==> config.mk <==
export PLATFORM = sky130hd
export DESIGN_NAME = sd_cmd_sequencer
export DESIGN_NICKNAME = d
export VERILOG_FILES = /design/src/rtl/sd_pkg.sv /design/src/rtl/sd_crc7.sv /design/src/rtl/sd_cmd_sequencer.sv
export SDC_FILE = /design/constraint.sdc
export NUM_CORES = 1
export LEC_CHECK = 0
export ABC_CLOCK_PERIOD_IN_PS = 5700
export CORE_MARGIN = 2
export CORE_UTILIZATION = 58
export CTS_CLUSTER_SIZE = 8
export DETAILED_ROUTE_END_ITERATION = 10
export PLACE_DENSITY = 0.87
export REMOVE_ABC_BUFFERS = 1
export SETUP_SLACK_MARGIN = 0.02
export SLEW_MARGIN = 25
export SYNTH_ARGS = -nofsm -noshare
export SYNTH_HDL_FRONTEND = slang
export SYNTH_SLANG_ARGS = --single-unit
==> constraint.sdc <==
create_clock -name clk -period 5.7 [get_ports clk]
set_clock_uncertainty 0.05 [all_clocks]
set_input_delay 0.57 -clock clk [delete_from_list [all_inputs] [get_ports clk]]
set_output_delay 0.57 -clock clk [all_outputs]
set_load 0.02 [all_outputs]
==> src/rtl/sd_pkg.sv <==
// Shared definitions for the SD command path: sequencer states, CRC7
// polynomial, frame length and timer speed encodings.
package sd_pkg;

  typedef enum logic [2:0] {
    ST_IDLE,
    ST_INIT_LOAD,
    ST_INIT_RUN,
    ST_CMD_LOAD,
    ST_CMD_RUN,
    ST_FINISH
  } sd_seq_state_t;

  localparam logic [6:0] SD_CRC7_POLY  = 7'h09;
  localparam int         SD_FRAME_BITS = 48;
  localparam int         SD_CRC_FIRST  = 40;

  localparam logic [1:0] SD_SPD_SLOW = 2'b00;
  localparam logic [1:0] SD_SPD_FAST = 2'b01;
  localparam logic [1:0] SD_SPD_MID  = 2'b10;

  // The unused encoding 2'b11 falls back to the slow bit rate.
  function automatic logic [1:0] sd_map_speed(input logic [1:0] sel);
    return (sel == 2'b11) ? SD_SPD_SLOW : sel;
  endfunction

endpackage

==> src/rtl/sd_crc7.sv <==
// Serial CRC7 (x^7 + x^3 + 1), one message bit absorbed per enabled cycle.
module sd_crc7 import sd_pkg::*; (
  input  logic       clk,
  input  logic       rst,
  input  logic       clear,
  input  logic       en,
  input  logic       din,
  output logic [6:0] crc
);

  logic feedback;

  assign feedback = din ^ crc[6];

  // LFSR update: shift left and fold the polynomial in when the feedback bit is set.
  always_ff @(posedge clk) begin
    if (rst || clear) begin
      crc <= '0;
    end else if (en) begin
      crc <= {crc[5:0], 1'b0} ^ (feedback ? SD_CRC7_POLY : 7'h00);
    end
  end

endmodule

==> src/rtl/sd_cmd_sequencer.sv <==
// Drives the SD bit timer to send the power-up idle run and 48-bit command
// frames (start, direction, index, argument, CRC7, end bit) on CMD.
module sd_cmd_sequencer import sd_pkg::*; #(
  parameter int INIT_BYTES  = 10,
  parameter int FRAME_BYTES = 6
) (
  input  logic        clk,
  input  logic        rst,
  input  logic        init_req,
  input  logic        cmd_start,
  input  logic [5:0]  cmd_index,
  input  logic [31:0] cmd_arg,
  input  logic [1:0]  speed_sel,
  input  logic        shift_enable,
  input  logic        byte_received,
  output logic        tmr_enable,
  output logic [1:0]  tmr_speed,
  output logic        tmr_clear_byte,
  output logic        cmd_out,
  output logic        busy,
  output logic        done,
  output logic        init_done,
  output logic        protocol_err
);

  localparam logic [7:0] INIT_LAST  = 8'(INIT_BYTES);
  localparam logic [7:0] FRAME_LAST = 8'(FRAME_BYTES);
  localparam logic [5:0] CRC_FIRST  = 6'(SD_CRC_FIRST);
  localparam logic [5:0] END_BIT    = 6'(SD_FRAME_BITS - 1);

  sd_seq_state_t state, state_n;

  logic [5:0]  bit_cnt, bit_cnt_n;
  logic [7:0]  byte_cnt, byte_cnt_n;
  logic [39:0] payload;
  logic        accept_init, accept_cmd, misaligned, finish_init;
  logic [6:0]  crc;
  logic        crc_clear, crc_en;
  logic        cur_bit, cmd_out_n;
  logic [5:0]  payload_idx;
  logic [2:0]  crc_idx;

  assign crc_clear = (state == ST_CMD_LOAD);
  assign crc_en    = (state == ST_CMD_RUN) && shift_enable && (bit_cnt < CRC_FIRST);

  sd_crc7 u_crc (
    .clk   (clk),
    .rst   (rst),
    .clear (crc_clear),
    .en    (crc_en),
    .din   (cur_bit),
    .crc   (crc)
  );

  // Frame bit at the current bit position: payload, then CRC7 MSB first, then the end bit.
  always_comb begin
    payload_idx = 6'd39 - bit_cnt;
    crc_idx     = 3'(6'd46 - bit_cnt);
    if (bit_cnt < CRC_FIRST) begin
      cur_bit = payload[payload_idx];
    end else if (bit_cnt < END_BIT) begin
      cur_bit = crc[crc_idx];
    end else begin
      cur_bit = 1'b1;
    end
  end

  // Next-state and counter logic; a byte strobe must land on a byte boundary of bit_cnt.
  always_comb begin
    state_n     = state;
    bit_cnt_n   = bit_cnt;
    byte_cnt_n  = byte_cnt;
    accept_init = 1'b0;
    accept_cmd  = 1'b0;
    misaligned  = 1'b0;
    finish_init = 1'b0;
    case (state)
      ST_IDLE: begin
        if (init_req) begin
          state_n     = ST_INIT_LOAD;
          accept_init = 1'b1;
        end else if (cmd_start && init_done) begin
          state_n    = ST_CMD_LOAD;
          accept_cmd = 1'b1;
        end
      end
      ST_INIT_LOAD: begin
        byte_cnt_n = '0;
        state_n    = ST_INIT_RUN;
      end
      ST_INIT_RUN: begin
        if (byte_received) begin
          byte_cnt_n = byte_cnt + 8'd1;
          if (byte_cnt_n == INIT_LAST) begin
            state_n     = ST_FINISH;
            finish_init = 1'b1;
          end
        end
      end
      ST_CMD_LOAD: begin
        bit_cnt_n  = '0;
        byte_cnt_n = '0;
        state_n    = ST_CMD_RUN;
      end
      ST_CMD_RUN: begin
        if (shift_enable) begin
          bit_cnt_n = bit_cnt + 6'd1;
        end
        if (byte_received) begin
          if (bit_cnt_n[2:0] != 3'd0) begin
            misaligned = 1'b1;
            state_n    = ST_IDLE;
          end else begin
            byte_cnt_n = byte_cnt + 8'd1;
            if (byte_cnt_n == FRAME_LAST) begin
              state_n = ST_FINISH;
            end
          end
        end
      end
      ST_FINISH: begin
        state_n = ST_IDLE;
      end
      default: begin
        state_n = ST_IDLE;
      end
    endcase
  end

  // CMD idles high; the start bit goes out on entry to CMD_RUN and each
  // later bit follows one cycle after bit_cnt advances, so the CRC register
  // has already absorbed bit 39 when bit 40 is presented.
  always_comb begin
    cmd_out_n = 1'b1;
    if (state_n == ST_CMD_RUN) begin
      cmd_out_n = (state == ST_CMD_RUN) ? cur_bit : 1'b0;
    end
  end

  // State register.
  always_ff @(posedge clk) begin
    if (rst) begin
      state <= ST_IDLE;
    end else begin
      state <= state_n;
    end
  end

  // Counters and the request fields captured on acceptance.
  always_ff @(posedge clk) begin
    if (rst) begin
      bit_cnt  <= '0;
      byte_cnt <= '0;
      payload  <= '0;
    end else begin
      bit_cnt  <= bit_cnt_n;
      byte_cnt <= byte_cnt_n;
      if (accept_cmd) begin
        payload <= {1'b0, 1'b1, cmd_index, cmd_arg};
      end
    end
  end

  // Registered outputs decoded from the next state, plus the sticky flags.
  always_ff @(posedge clk) begin
    if (rst) begin
      tmr_enable     <= 1'b0;
      tmr_speed      <= SD_SPD_SLOW;
      tmr_clear_byte <= 1'b0;
      cmd_out        <= 1'b1;
      busy           <= 1'b0;
      done           <= 1'b0;
      init_done      <= 1'b0;
      protocol_err   <= 1'b0;
    end else begin
      if (accept_init) begin
        tmr_speed <= SD_SPD_SLOW;
      end else if (accept_cmd) begin
        tmr_speed <= sd_map_speed(speed_sel);
      end
      tmr_enable     <= (state_n == ST_INIT_RUN) || (state_n == ST_CMD_RUN);
      tmr_clear_byte <= (state_n == ST_INIT_LOAD) || (state_n == ST_CMD_LOAD);
      cmd_out        <= cmd_out_n;
      busy           <= (state_n != ST_IDLE);
      done           <= (state_n == ST_FINISH);
      if (finish_init) begin
        init_done <= 1'b1;
      end
      if (misaligned) begin
        protocol_err <= 1'b1;
      end
    end
  end

endmodule
======== Word level (Yosys, flattened, before mapping) ========
Index checks and enable logic that the tools add are counted.
word-level totals
  output and inout port bits .............. 9
  flip-flop bits (word level) ............. 72
  word-level logic and storage cells ...... 92
  input port bits ......................... 46
cells by class
  equal/unequal tests ..................... 16
  order comparisons ....................... 4
  mux-type cells .......................... 35
  reductions and logical operators ........ 16
  $add $sub $neg .......................... 4
  bitwise gates (word level) .............. 3
operators with widths
  kind                                                                           number
  8-bit two-way mux                                                              3
  8-bit one-hot mux with 3 select lines                                          1
  3-bit two-way mux                                                              7
  1-bit two-way mux                                                              16
  3-bit one-hot mux with 5 select lines                                          1
  3-bit by 2-bit equality test with 1-bit output (second input constant)         4
  6-bit less-than comparator (second input constant)                             2
  6-bit two-way mux                                                              2
  6-bit one-hot mux with 2 select lines                                          1
  3-bit equality test (second input constant)                                    3
  3-bit nonzero test                                                             3
  8-bit by 1-bit adder with 8-bit output (second input constant)                 1
  8-bit by 3-bit equality test with 1-bit output (second input constant)         1
  8-bit by 4-bit equality test with 1-bit output (second input constant)         1
  2-bit != test (second input constant)                                          4
  6-bit by 7-bit less-than comparator with 1-bit output (second input constant)  1
  7-bit bitwise XOR                                                              1
  6-bit by 1-bit adder with 6-bit output (second input constant)                 1
  1-bit binary-select mux with 6-bit select                                      1
  3-bit by 1-bit equality test with 1-bit output (second input constant)         2
  2-bit OR reduction                                                             3
  6-bit subtractor (first input constant)                                        1
  3-bit by 4-bit less-than comparator with 1-bit output (second input constant)  1
  4-bit two-way mux                                                              1
  12 further kinds                                                               16

======== Depth between registers and ports, before layout ========
  depth after elaboration ................. 10
  depth in mapped cells ................... 10
  depth with buffers taken out ............ 9

======== Hierarchy ========
Synthesis repeated with hierarchy kept, for this count alone.
second synthesis, totals
  cells, all modules ...................... 420
  area, all modules ....................... 3484.6 µm²
modules (own cells, without submodules)
  module            cells each  instances  seq. area each (µm²)  area each (µm²)
  sd_cmd_sequencer  392         1          1301.2                3208.1
  sd_crc7           28          1          140.1                 276.5

======== Worst setup path after synthesis ========
Ideal clock, no wire load.
  path kind ............................... reg-to-reg
  from .................................... reg bit_cnt[3]
  to ...................................... reg u_crc.crc[3]
  required time ........................... 5.587 ns
  clock period less this slack ............ 2.327 ns
  library setup time ...................... 0.063 ns
  stages on the path, launching flop included .. 10
  path buffers ............................ 0
  arrival time ............................ 2.215 ns
  slack ................................... 3.373 ns
  path through ............................ dfxtp_1 inv_1 ha_1 inv_1 mux2_2 a221o_1 o311ai_1 a31oi_2 a2111o_1 nand3_1
between the ends
  cells in the longest elaborated chain, start to end .. 7
  elaborated cells on any way between the ends .. 11
  those cells by class .................... add/sub: 1; order compare: 2; mux: 5; bitwise: 2; reduce/logical: 1
RTL lines
  element                                    line                     RTL
  from (decl)                                sd_cmd_sequencer.sv:33   logic [5:0] bit_cnt, bit_cnt_n;
  from (signal assigned)                     sd_cmd_sequencer.sv:156  bit_cnt <= bit_cnt_n;
  6-bit subtractor                           sd_cmd_sequencer.sv:57   payload_idx = 6'd39 - bit_cnt;
  1-bit binary-select mux with 6-bit select  sd_cmd_sequencer.sv:60   cur_bit = payload[payload_idx];
  1-bit two-way mux (not written as such)    sd_cmd_sequencer.sv:60
  1-bit two-way mux                          sd_cmd_sequencer.sv:59   if (bit_cnt < CRC_FIRST) begin
  1-bit bitwise XOR                          sd_crc7.sv:13            assign feedback = din ^ crc[6];
  4-bit two-way mux                          sd_crc7.sv:20            crc <= {crc[5:0], 1'b0} ^ (feedback ? SD_CRC7_POLY : 7'h00);
  7-bit bitwise XOR                          sd_crc7.sv:20
  to (signal assigned)                       sd_crc7.sv:20
  to (decl)                                  sd_crc7.sv:8             output logic [6:0] crc
Several ways; a longest one is shown, not always the timed one. The select of a mux whose other input is x is not followed.
A chain may end at the register's enable or synchronous reset.

======== Final worst setup path ========
  from .................................... reg bit_cnt[1]
  to ...................................... reg byte_cnt[5]
between the ends
  cells in the longest elaborated chain, start to end .. 6
RTL lines
  element                                 line                     RTL
  6-bit by 1-bit adder with 6-bit output  sd_cmd_sequencer.sv:107  bit_cnt_n = bit_cnt + 6'd1;
  6-bit two-way mux (*)                   sd_cmd_sequencer.sv:106  if (shift_enable) begin
  6-bit two-way mux (*)                   sd_cmd_sequencer.sv:77   case (state)
  3-bit nonzero test (*)                  sd_cmd_sequencer.sv:110  if (bit_cnt_n[2:0] != 3'd0) begin
  2-bit != test (no line) (*)             --
  4-bit AND reduction (no line) (*)       --
  to (signal assigned)                    sd_cmd_sequencer.sv:157  byte_cnt <= byte_cnt_n;
  to (decl)                               sd_cmd_sequencer.sv:34   logic [7:0] byte_cnt, byte_cnt_n;
Every way passes the cells marked *; elsewhere a longest branch is shown, timed or not. The select of a mux whose other input is x is not followed.

==> impl_results.md <==
- FF+latch count, synth: 72
- Power Density: 255 nW/um^2
- Clk sinks: 72
- Dpl ws: about 2500 ps
- Vias per cell: 5.71
- Minimum clock period: 3260 ps
- Crit-path most repeated cell: a21oi_1
- Area after DPL: 3980 um^2
- Register area share after synthesis: 0.418
- Reg2reg setup slack: 2440 ps
- CTS clk-pin slew, worst paths: ~80 ps
- Cells on worst reg2reg path: 8
- Syn avg cell area: 8.05 um^2
- Drc violations: 0
- # IOs: 55
- Num CTS Buffers: 9
- WL final: 7780 um
- CP Launch Type: flip-flop
- Post-route worst setup slack: between 2000 and 2500 ps
- Cell breakdown of the critical path: ha_1 -> xnor2_1 -> a41oi_1 -> o21ai_1 -> a21oi_1 -> nor2_1 -> nand3_1 -> a21oi_1
- Cell Area, Synth: 3450 um^2
- Port bufs: 54
- # nets final: 519
- Fmax: 306 MHz
- YS warnings: 0
- Hold Path Stages: 2
- Worst Hold Class: flip-flop to flip-flop
- Placeable Area: 5850 um^2
- Reg2reg start: bit_cnt[1]
- Arrival @ worst endpoint: around 3400 ps
- Initial antenna violation count: 0
- Status: finished clean
- GRT overflow: 0
- Critical path type: flip-flop to flip-flop
- Final Max Slew Viols: 0
- Rel. slew slack: 0.317
- Standard-cell row count: 28
- Final worst-path cycle share: 0.573
- Vias in the first global route: 2,945
- CP max stage delay: 910 ps
- Detail Placement HPWL: 5370 um
- Critical Path Source: bit_cnt[1]
- Initial DRC count: 329
- Antenna Nets Post-Route: 0
- Worst Hold End: payload[13]
- Area Overhead vs Synth: 22.0%
- Worst path slowest cell: dfxtp_1
- Critical Path Sink Type: flip-flop
- Worst Hold Slack: 411 ps
- Worst skew pair latency: 350 ps
- Peak VDD IR: 0.171 mV
- Root Driver: clkbuf_8
- Max-Cap Viols: 0
- Top_reg_cell synth: dfxtp_1
- Final Util: 0.720
- # hold bufs at CTS: 0
- FF-to-FF End: byte_cnt[5]
- # Post-CTS Setup Buffers: 0
- Diodes inserted: 0
- Post-Synthesis Cells: 429
- Total leakage power: 0.00138 uW
- Maximum fanout along the worst path: 19
- Number of synthesized flops with an enable pin: 0
- Final Hold Viols: 0
- GPL Wtd Cong: about 0.86
- Fin area: 4210 um^2
- Die X-Extent: 81.2 um
- Largest net degree at the start of global routing: 44
- Layout cell share with drive strength beyond 1: 0.0677
- Final setup fails: 0
- Longest Clk Path Bufs: 2
- Via count: 3,129
- Die height: approximately 80 um
- CTS tree: built
- RSZ-0062 raised after global routing: no
- GRT Overall Usage: 0.252
- Setup total negative slack: 0 ps
- Hold Startpoint: payload[13]
- Initial Util: 0.590
- Slew @ Worst Pin: about 1000 ps
- H-tree depth: 3
- Total die area: around 6600 um^2
- Required time worst endpoint: between 5000 and 6000 ps
- Pre-antenna DRT Iters: 4
- Async set or reset register ratio after synthesis: 0
- First-pass GRT wire length: 12,900 um
- Wire per inst: 14.2 um
- Fillers: roughly 480
- Resized Gates After CTS: 0
- Unique masters post-synth: between 40 and 50
## state kept, by name, summed over array words and instances, names as in the netlist
signal	cells
tmr_speed	2
done	1
bit_cnt	6
cmd_out	1
busy	1
u_crc.crc	7
tmr_clear_byte	1
init_done	1
byte_cnt	8
payload	39
tmr_enable	1
protocol_err	1
state	3
## routing by layer
layer / vias up / track usage / share of wire
met5: - / 0 / 0
met4: 0 / 0.119 / 0.025
met3: 17 / 0.0422 / 0.046
met2: 87 / 0.426 / 0.50
met1: 1462 / 0.315 / 0.43
li1: 1563 / - / -
## logic make-up (layout without fill, tap and decap cells)
logic type      after synthesis  count (layout)  synth area share
compound gates              104             104             0.181
xor+xnor                      6               6            0.0152
fa+ha+maj                     5               5            0.0181
buf+inv                      37              81            0.0457
flops                        72              72             0.418
mux                          20              20            0.0848
simple gates                185             185             0.238
## power by group
group / switching, uW / total, uW / internal [uW]
clock: 190 / 479 / 289
sequential: 5.52 / 513 / 507
combinational: 38.2 / 80.2 / 42.1
total: 233 / 1070 / 839
## worst max path at each step
stage                   endpoint  slack, ps
floorplan           u_crc.crc[3]       3020
global placement     byte_cnt[5]       2570
detailed placement   byte_cnt[5]       2490
CTS                  byte_cnt[5]       2470
global route         byte_cnt[5]       2130
finish               byte_cnt[5]       2440
## cells in the mapped netlist (all sizes together), types with 2 or more instances
cell type,instances,area [um^2]
a31oi,6,43.8
mux2i,9,90.1
buf,5,37.5
nor2,26,97.6
and2,5,31.3
o2bb2ai,2,17.5
nand2b,10,62.6
and2b,2,15.0
inv,8,30.0
nand3,8,40.0
nand2,107,402
or2,3,18.8
nand3b,2,15.0
ha,5,62.6
xor2,3,26.3
a21o,3,22.5
o21ai,13,65.1
nor2b,5,31.3
nand4,6,37.5
a41oi,2,17.5
xnor2,3,26.3
nor3,4,20.0
mux2,4,45.0
or4,2,15.0
clkbuf,24,90.1
a21oi,63,315
mux4,7,158
o221ai,3,26.3
a221oi,2,17.5
o2111ai,2,17.5
dfxtp,72,1440
## layout make-up
| class | count | area (um^2) | area share |
|---|---|---|---|
| timing repair buffer | 57 | 558 | 0.133 |
| tap | 75 | 93.8 | 0.0223 |
| sequential | 72 | 1440 | 0.342 |
| clock buffer | 10 | 128 | 0.0303 |
| multi-input combinational | 320 | 1850 | 0.440 |
| inverter | 8 | 30.0 | 0.00713 |
| clock inverter | 6 | 108 | 0.0255 |
## worst max-delay path, delay by kind of cell, from the launching register on
family,cells,cell delay [ps]
flip-flops,1,910
AO/OA/AOI/OAI,4,1320
adder cells (fa/ha/maj),1,380
XOR/XNOR,1,160
AND/OR/NAND/NOR,2,310
## stage by stage
step	power (uW)	std cells
6_report	1070	548
5_1_grt	1110	548
4_1_cts	1080	548
3_5_place_dp	604	532
3_3_place_gp	602	532
2_1_floorplan	552	400
## layout by cell type, fill, tap and decap left out, drive strengths merged, types with 4 or more instances in the layout
cell type and instances:
nand3 8, ha 5, dfxtp 72, nand2b 10, nor2b 5, and2 5
o21ai 13, mux2i 9, clkbuf 10, buf 4, a21oi 63, a31oi 6
nor2 26, mux4 7, inv 8, mux2 4, clkdlybuf4s50 53, nor3 4
nand2 107, nand4 6
Power figures use the tool's default switching activity.
==> RTL change 1 (config.mk and constraints unchanged) <==
The 6 states of `sd_seq_state_t` get a one-hot encoding in 6 bits.
--- a/src/rtl/sd_pkg.sv
+++ b/src/rtl/sd_pkg.sv
@@ -3,11 +3,11 @@
 package sd_pkg;
 
-  typedef enum logic [2:0] {
-    ST_IDLE,
-    ST_INIT_LOAD,
-    ST_INIT_RUN,
-    ST_CMD_LOAD,
-    ST_CMD_RUN,
-    ST_FINISH
+  typedef enum logic [5:0] {
+    ST_IDLE      = 6'b000001,
+    ST_INIT_LOAD = 6'b000010,
+    ST_INIT_RUN  = 6'b000100,
+    ST_CMD_LOAD  = 6'b001000,
+    ST_CMD_RUN   = 6'b010000,
+    ST_FINISH    = 6'b100000
   } sd_seq_state_t;
 
Check against the original RTL: same outputs for any inputs over 10 cycles, from zero or initial values and one cycle with rst high; not proved beyond that.
==> RTL change 1 against the unedited design <==
- hold slack worse by 6.9 ps
- first-iteration DRC count is 30% lower
- wire length up 5.5%
- clock power rose by 6.3%
- cell area increased by 6.5%
- critical endpoint is now u_crc.crc[0]
- sequential cell count grew 3
- total power grew 3.4%
- worst setup slack better by 580 ps
- non-clock buffer count is 2 lower
- area after synthesis up 9.2%
==> RTL change 1: results (changes against the unedited design) <==
- WP data arrival: 2900 ps (-540 ps)
- Adder and majority cell fraction of the synthesized area: 0.0166 (-0.00152)
- Slew HR: 0.464 (+0.147)
- Fraction of synthesized cell area in xor and xnor cells: 0.0229 (+0.00769)
- Hpwl dp: 5420 µm (+0.90%)
- Post-synth top cells: nand2_1 (108), dfxtp_1 (75), a21oi_1 (54)
- Yosys warnings: 0 (unchanged)
- First-pass GRT wire length: 13,700 µm (+6.9%)
- Number of diodes: 0 (unchanged)
- P_leak: 1.50 nW (+9.0%)
- Avg Vias per Cell: 5.80 (+1.5%)
- Top post-synthesis cells by area: dfxtp_1 (40%), nand2_1 (11%), a21oi_1 (7.2%)
- Share of layout cells above drive strength 1: 0.0976 (+0.0299)
- Final wirelength: 8210 µm (+5.5%)
- Synth area leader: dfxtp_1
- Max IR drop VDD: 203 µV (+19%)
- Sw Pwr: 0.238 mW (+2.0%)
- CTS Buf Count: 9 (unchanged)
- Largest net degree at the start of global routing: 67 (+52%)
- Post-synthesis sequential area ratio: 0.398 (-0.0191)
- Placement Cell Area: 4230 µm² (+6.5%)
- Post-CTS Setup Inserts: 0 (unchanged)
- Drt pass-1 iters: 4 (unchanged)
- Root buf cell: clkbuf_8
- Avg Inst Size Synth: 8.32 µm² (+3.4%)
- Gr usage total: 0.235 (-0.0172)
- Status: completed
- Layout Nets: 538 (+3.7%)
- DRT iter0 DRCs: 231 (-30%)
- Clock slew at the register clock pins of the worst setup and hold paths: 80 ps (about the same)
- Routability cong.: 0.896 (+4.6%)
- Cell variety after synth: 62 (+27%)
- Mux share of post-synthesis cell area: 0.0734 (-0.0114)
- CTS Buffer Depth: 2 (unchanged)
- Worst-skew pair later-pin latency: 350 ps (about the same)
- Number of global-route vias before repair: 3,147 (+6.9%)
- Worst hold path type: register to register
- Placed cells: 553 (+3.9%)
- Async SR Flop Fraction: 0 (unchanged)
- H-Tree Depth: 3 (unchanged)
- Synth Area in Compound Gates: 0.158 (-0.0228)
- Routed length per placed instance: 14.4 µm (+1.6%)
- Top fanout value on the critical path: 12 (-7)
- PortBufs: 54 (unchanged)
- Largest registers: payload: 39 flops, byte_cnt: 8 flops, u_crc.crc: 7 flops
- Post-CTS Resized: 0 (unchanged)
RTL change 1: changes by cell type in the layout (fill, tap and decap cells not counted), sizes merged, moves of 4 or more:
| cell | unedited run | this run |
|---|---|---|
| a211oi | 1 | 6 |
| a21oi | 63 | 54 |
| mux2 | 4 | 9 |
| mux2i | 9 | 4 |
| nand2b | 10 | 6 |
| nor3b | 1 | 5 |
| nor4 | 1 | 6 |
| o21ai | 13 | 8 |
RTL change 1: area by class of cell:
type / count / area [µm²]
tap: 77 / 96.3
sequential: 75 / 1500
clock buffer: 10 / 138
timing repair buffer: 55 / 543
clock inverter: 6 / 113
multi-input combinational: 336 / 2050
fill: 519 / 1830
inverter: 10 / 37.5
RTL change 1: critical path: stages (launching register included):
cell	delay (ps)
dfxtp_1	620
inv_1	130
ha_1	230
xnor2_1	200
nand2b_1	190
o31ai_1	560
o31ai_1	200
and2_1	210
o31ai_1	210
RTL change 1: path summary, 6_finish.rpt:
kind	from	end	slack, ps	cells past startpoint
min reg2reg	payload[16]	payload[16]	400	2
min	payload[16]	payload[16]	400	2
max reg2reg	bit_cnt[3]	u_crc.crc[0]	3010	8
max	bit_cnt[3]	u_crc.crc[0]	3010	8
RTL change 1: per-layer routing:
layer,global-route usage,routed length [µm]
met3,0.0590,285
met2,0.407,4240
met4,0.0823,153
met1,0.284,3530
met5,0,0
RTL change 1: power by group through the flow:
stage / sequential (mW) / combinational [mW] / clock (mW)
floorplan: 0.543 / 0.0197 / 0
finish: 0.530 / 0.0690 / 0.509
global route: 0.530 / 0.0739 / 0.539
CTS: 0.530 / 0.0686 / 0.514
global placement: 0.542 / 0.0675 / 0
detailed placement: 0.542 / 0.0683 / 0
RTL change 1: per-stage QoR:
step	setup WS, ps	hold slack [ps]	total power, mW
after detailed placement	2920	396	0.610
final	3010	404	1.11
after CTS	3020	407	1.11
after global routing	2710	424	1.14
after floorplan	3460	376	0.563
after global placement	3000	384	0.609
RTL change 1: cells by family (layout without fill, tap and decap cells):
family                   Yosys count  after routing
multiplexers                      19             19
buffers and inverters             42             81
XOR/XNOR                           9              9
AND/OR/NAND/NOR                  207            207
flip-flops                        75             75
AO/OA/AOI/OAI                     96             96
adder cells (fa/ha/maj)            5              5
==> RTL change 2 (same flow settings) <==
Without the edit above. The parameter `FRAME_BYTES` goes from 6 to 4.
--- a/src/rtl/sd_cmd_sequencer.sv
+++ b/src/rtl/sd_cmd_sequencer.sv
@@ -3,5 +3,5 @@
 module sd_cmd_sequencer import sd_pkg::*; #(
   parameter int INIT_BYTES  = 10,
-  parameter int FRAME_BYTES = 6
+  parameter int FRAME_BYTES = 4
 ) (
   input  logic        clk,
Check against the original RTL: no difference found for any inputs over 10 cycles, from zero or initial values and one cycle with rst high; that may be too few to reach the edited logic, so the function may still have changed.
==> RTL change 2 against the unedited design <==
- global-route usage shrank 1.5 points
- cell area rose by 3.3%
- synthesized cell count grew 5.1%
- sequential cell count is the same
- non-clock buffer count unchanged
- wire length grew 4.9%
- area after synthesis up 5.6%
- sequential share of layout area shrank 1.1 points
- total power shrank 2.8%
- worst setup slack improved by 490 ps
- critical path type unchanged
- largest cell class unchanged
==> RTL change 2: results (changes against the unedited design) <==
- Post-synthesis sequential area ratio: 0.395 (-0.0221)
- Crit path largest cell delay: 870 ps (-40 ps)
- Hold path startpoint: payload[31]
- Largest net degree at the start of global routing: 62 (+41%)
- GRT met2 Usage: 0.408 (-0.0173)
- Avg Vias per Cell: 5.97 (+4.6%)
- Clk power: 0.451 mW (-5.8%)
- Share of layout cells above drive strength 1: 0.0818 (+0.0141)
- Top post-synthesis cells by area: dfxtp_1 (40%), nand2_1 (11%), a21oi_1 (7.7%)
- Met3 wire len: 446 µm (+25%)
- M1 WL: 3480 µm (+3.3%)
- P_leak: 1.42 nW (+3.3%)
- P_int: 0.817 mW (-2.6%)
- Routability cong.: 0.922 (+7.7%)
- Routed length per placed instance: 14.5 µm (+1.9%)
- Max IR drop VDD: 235 µV (+38%)
- WP data arrival: 2940 ps (-500 ps)
- Status: completed
- Routed wl met2: 4070 µm (+5.5%)
- Cell variety after synth: 60 (+22%)
- Number of global-route vias before repair: 3,043 (+3.3%)
- First-pass GRT wire length: 13,600 µm (+6.0%)
- DRT iter0 DRCs: 181 (-45%)
- Slew @ Worst Pin: 835 ps (-189 ps)
- Grt met3 use: 0.0457 (+0.00350)
- Drt pass-1 iters: 5 (+1)
RTL change 2: cell count changes after synthesis, sizes merged, moves of 4 or more:
| cell | unedited run | this run |
|---|---|---|
| buf | 5 | 16 |
| nor2b | 5 | 9 |
| mux4 | 7 | 1 |
| mux2i | 9 | 20 |
| nand3b | 2 | 9 |
| nor3 | 4 | 9 |
| a22oi | 1 | 6 |
| a21oi | 63 | 57 |
| clkbuf | 24 | 18 |
RTL change 2: final timing paths:
path                                    end  slack [ps]  cells after the start
worst min-delay path            payload[31]         410                      2
worst max-delay path                cmd_out        2930                      7
worst min register to register  payload[31]         410                      2
worst max register to register      cmd_out        2930                      7
RTL change 2: cells by family (layout without fill, tap and decap cells):
family	Yosys count	in the layout	synth area share
AO/OA/AOI/OAI	112	112	0.202
buffers and inverters	41	79	0.0542
multiplexers	25	25	0.0755
XOR/XNOR	3	3	0.00927
flip-flops	72	72	0.395
adder cells (fa/ha/maj)	5	5	0.0172
AND/OR/NAND/NOR	193	193	0.246
RTL change 2: through the flow:
step / total power [mW] / std cells / area, µm² / worst slack (ps) / hold WS, ps
after floorplan: 0.550 / 417 / 3470 / 3040 / 376
after global placement: 0.599 / 549 / 4130 / 3070 / 393
after detailed placement: 0.601 / 549 / 4130 / 2930 / 397
after CTS: 1.04 / 564 / 4350 / 2920 / 407
after global routing: 1.07 / 564 / 4350 / 2780 / 426
final: 1.04 / 564 / 4350 / 2930 / 405
RTL change 2: final cells by class:
cell class	count	area (µm²)	share of cell area
timing repair buffer	57	558	0.128
clock buffer	12	155	0.0357
tap	75	93.8	0.0216
inverter	7	26.3	0.00604
sequential	72	1440	0.332
multi-input combinational	338	2010	0.462
clock inverter	3	65.1	0.0150
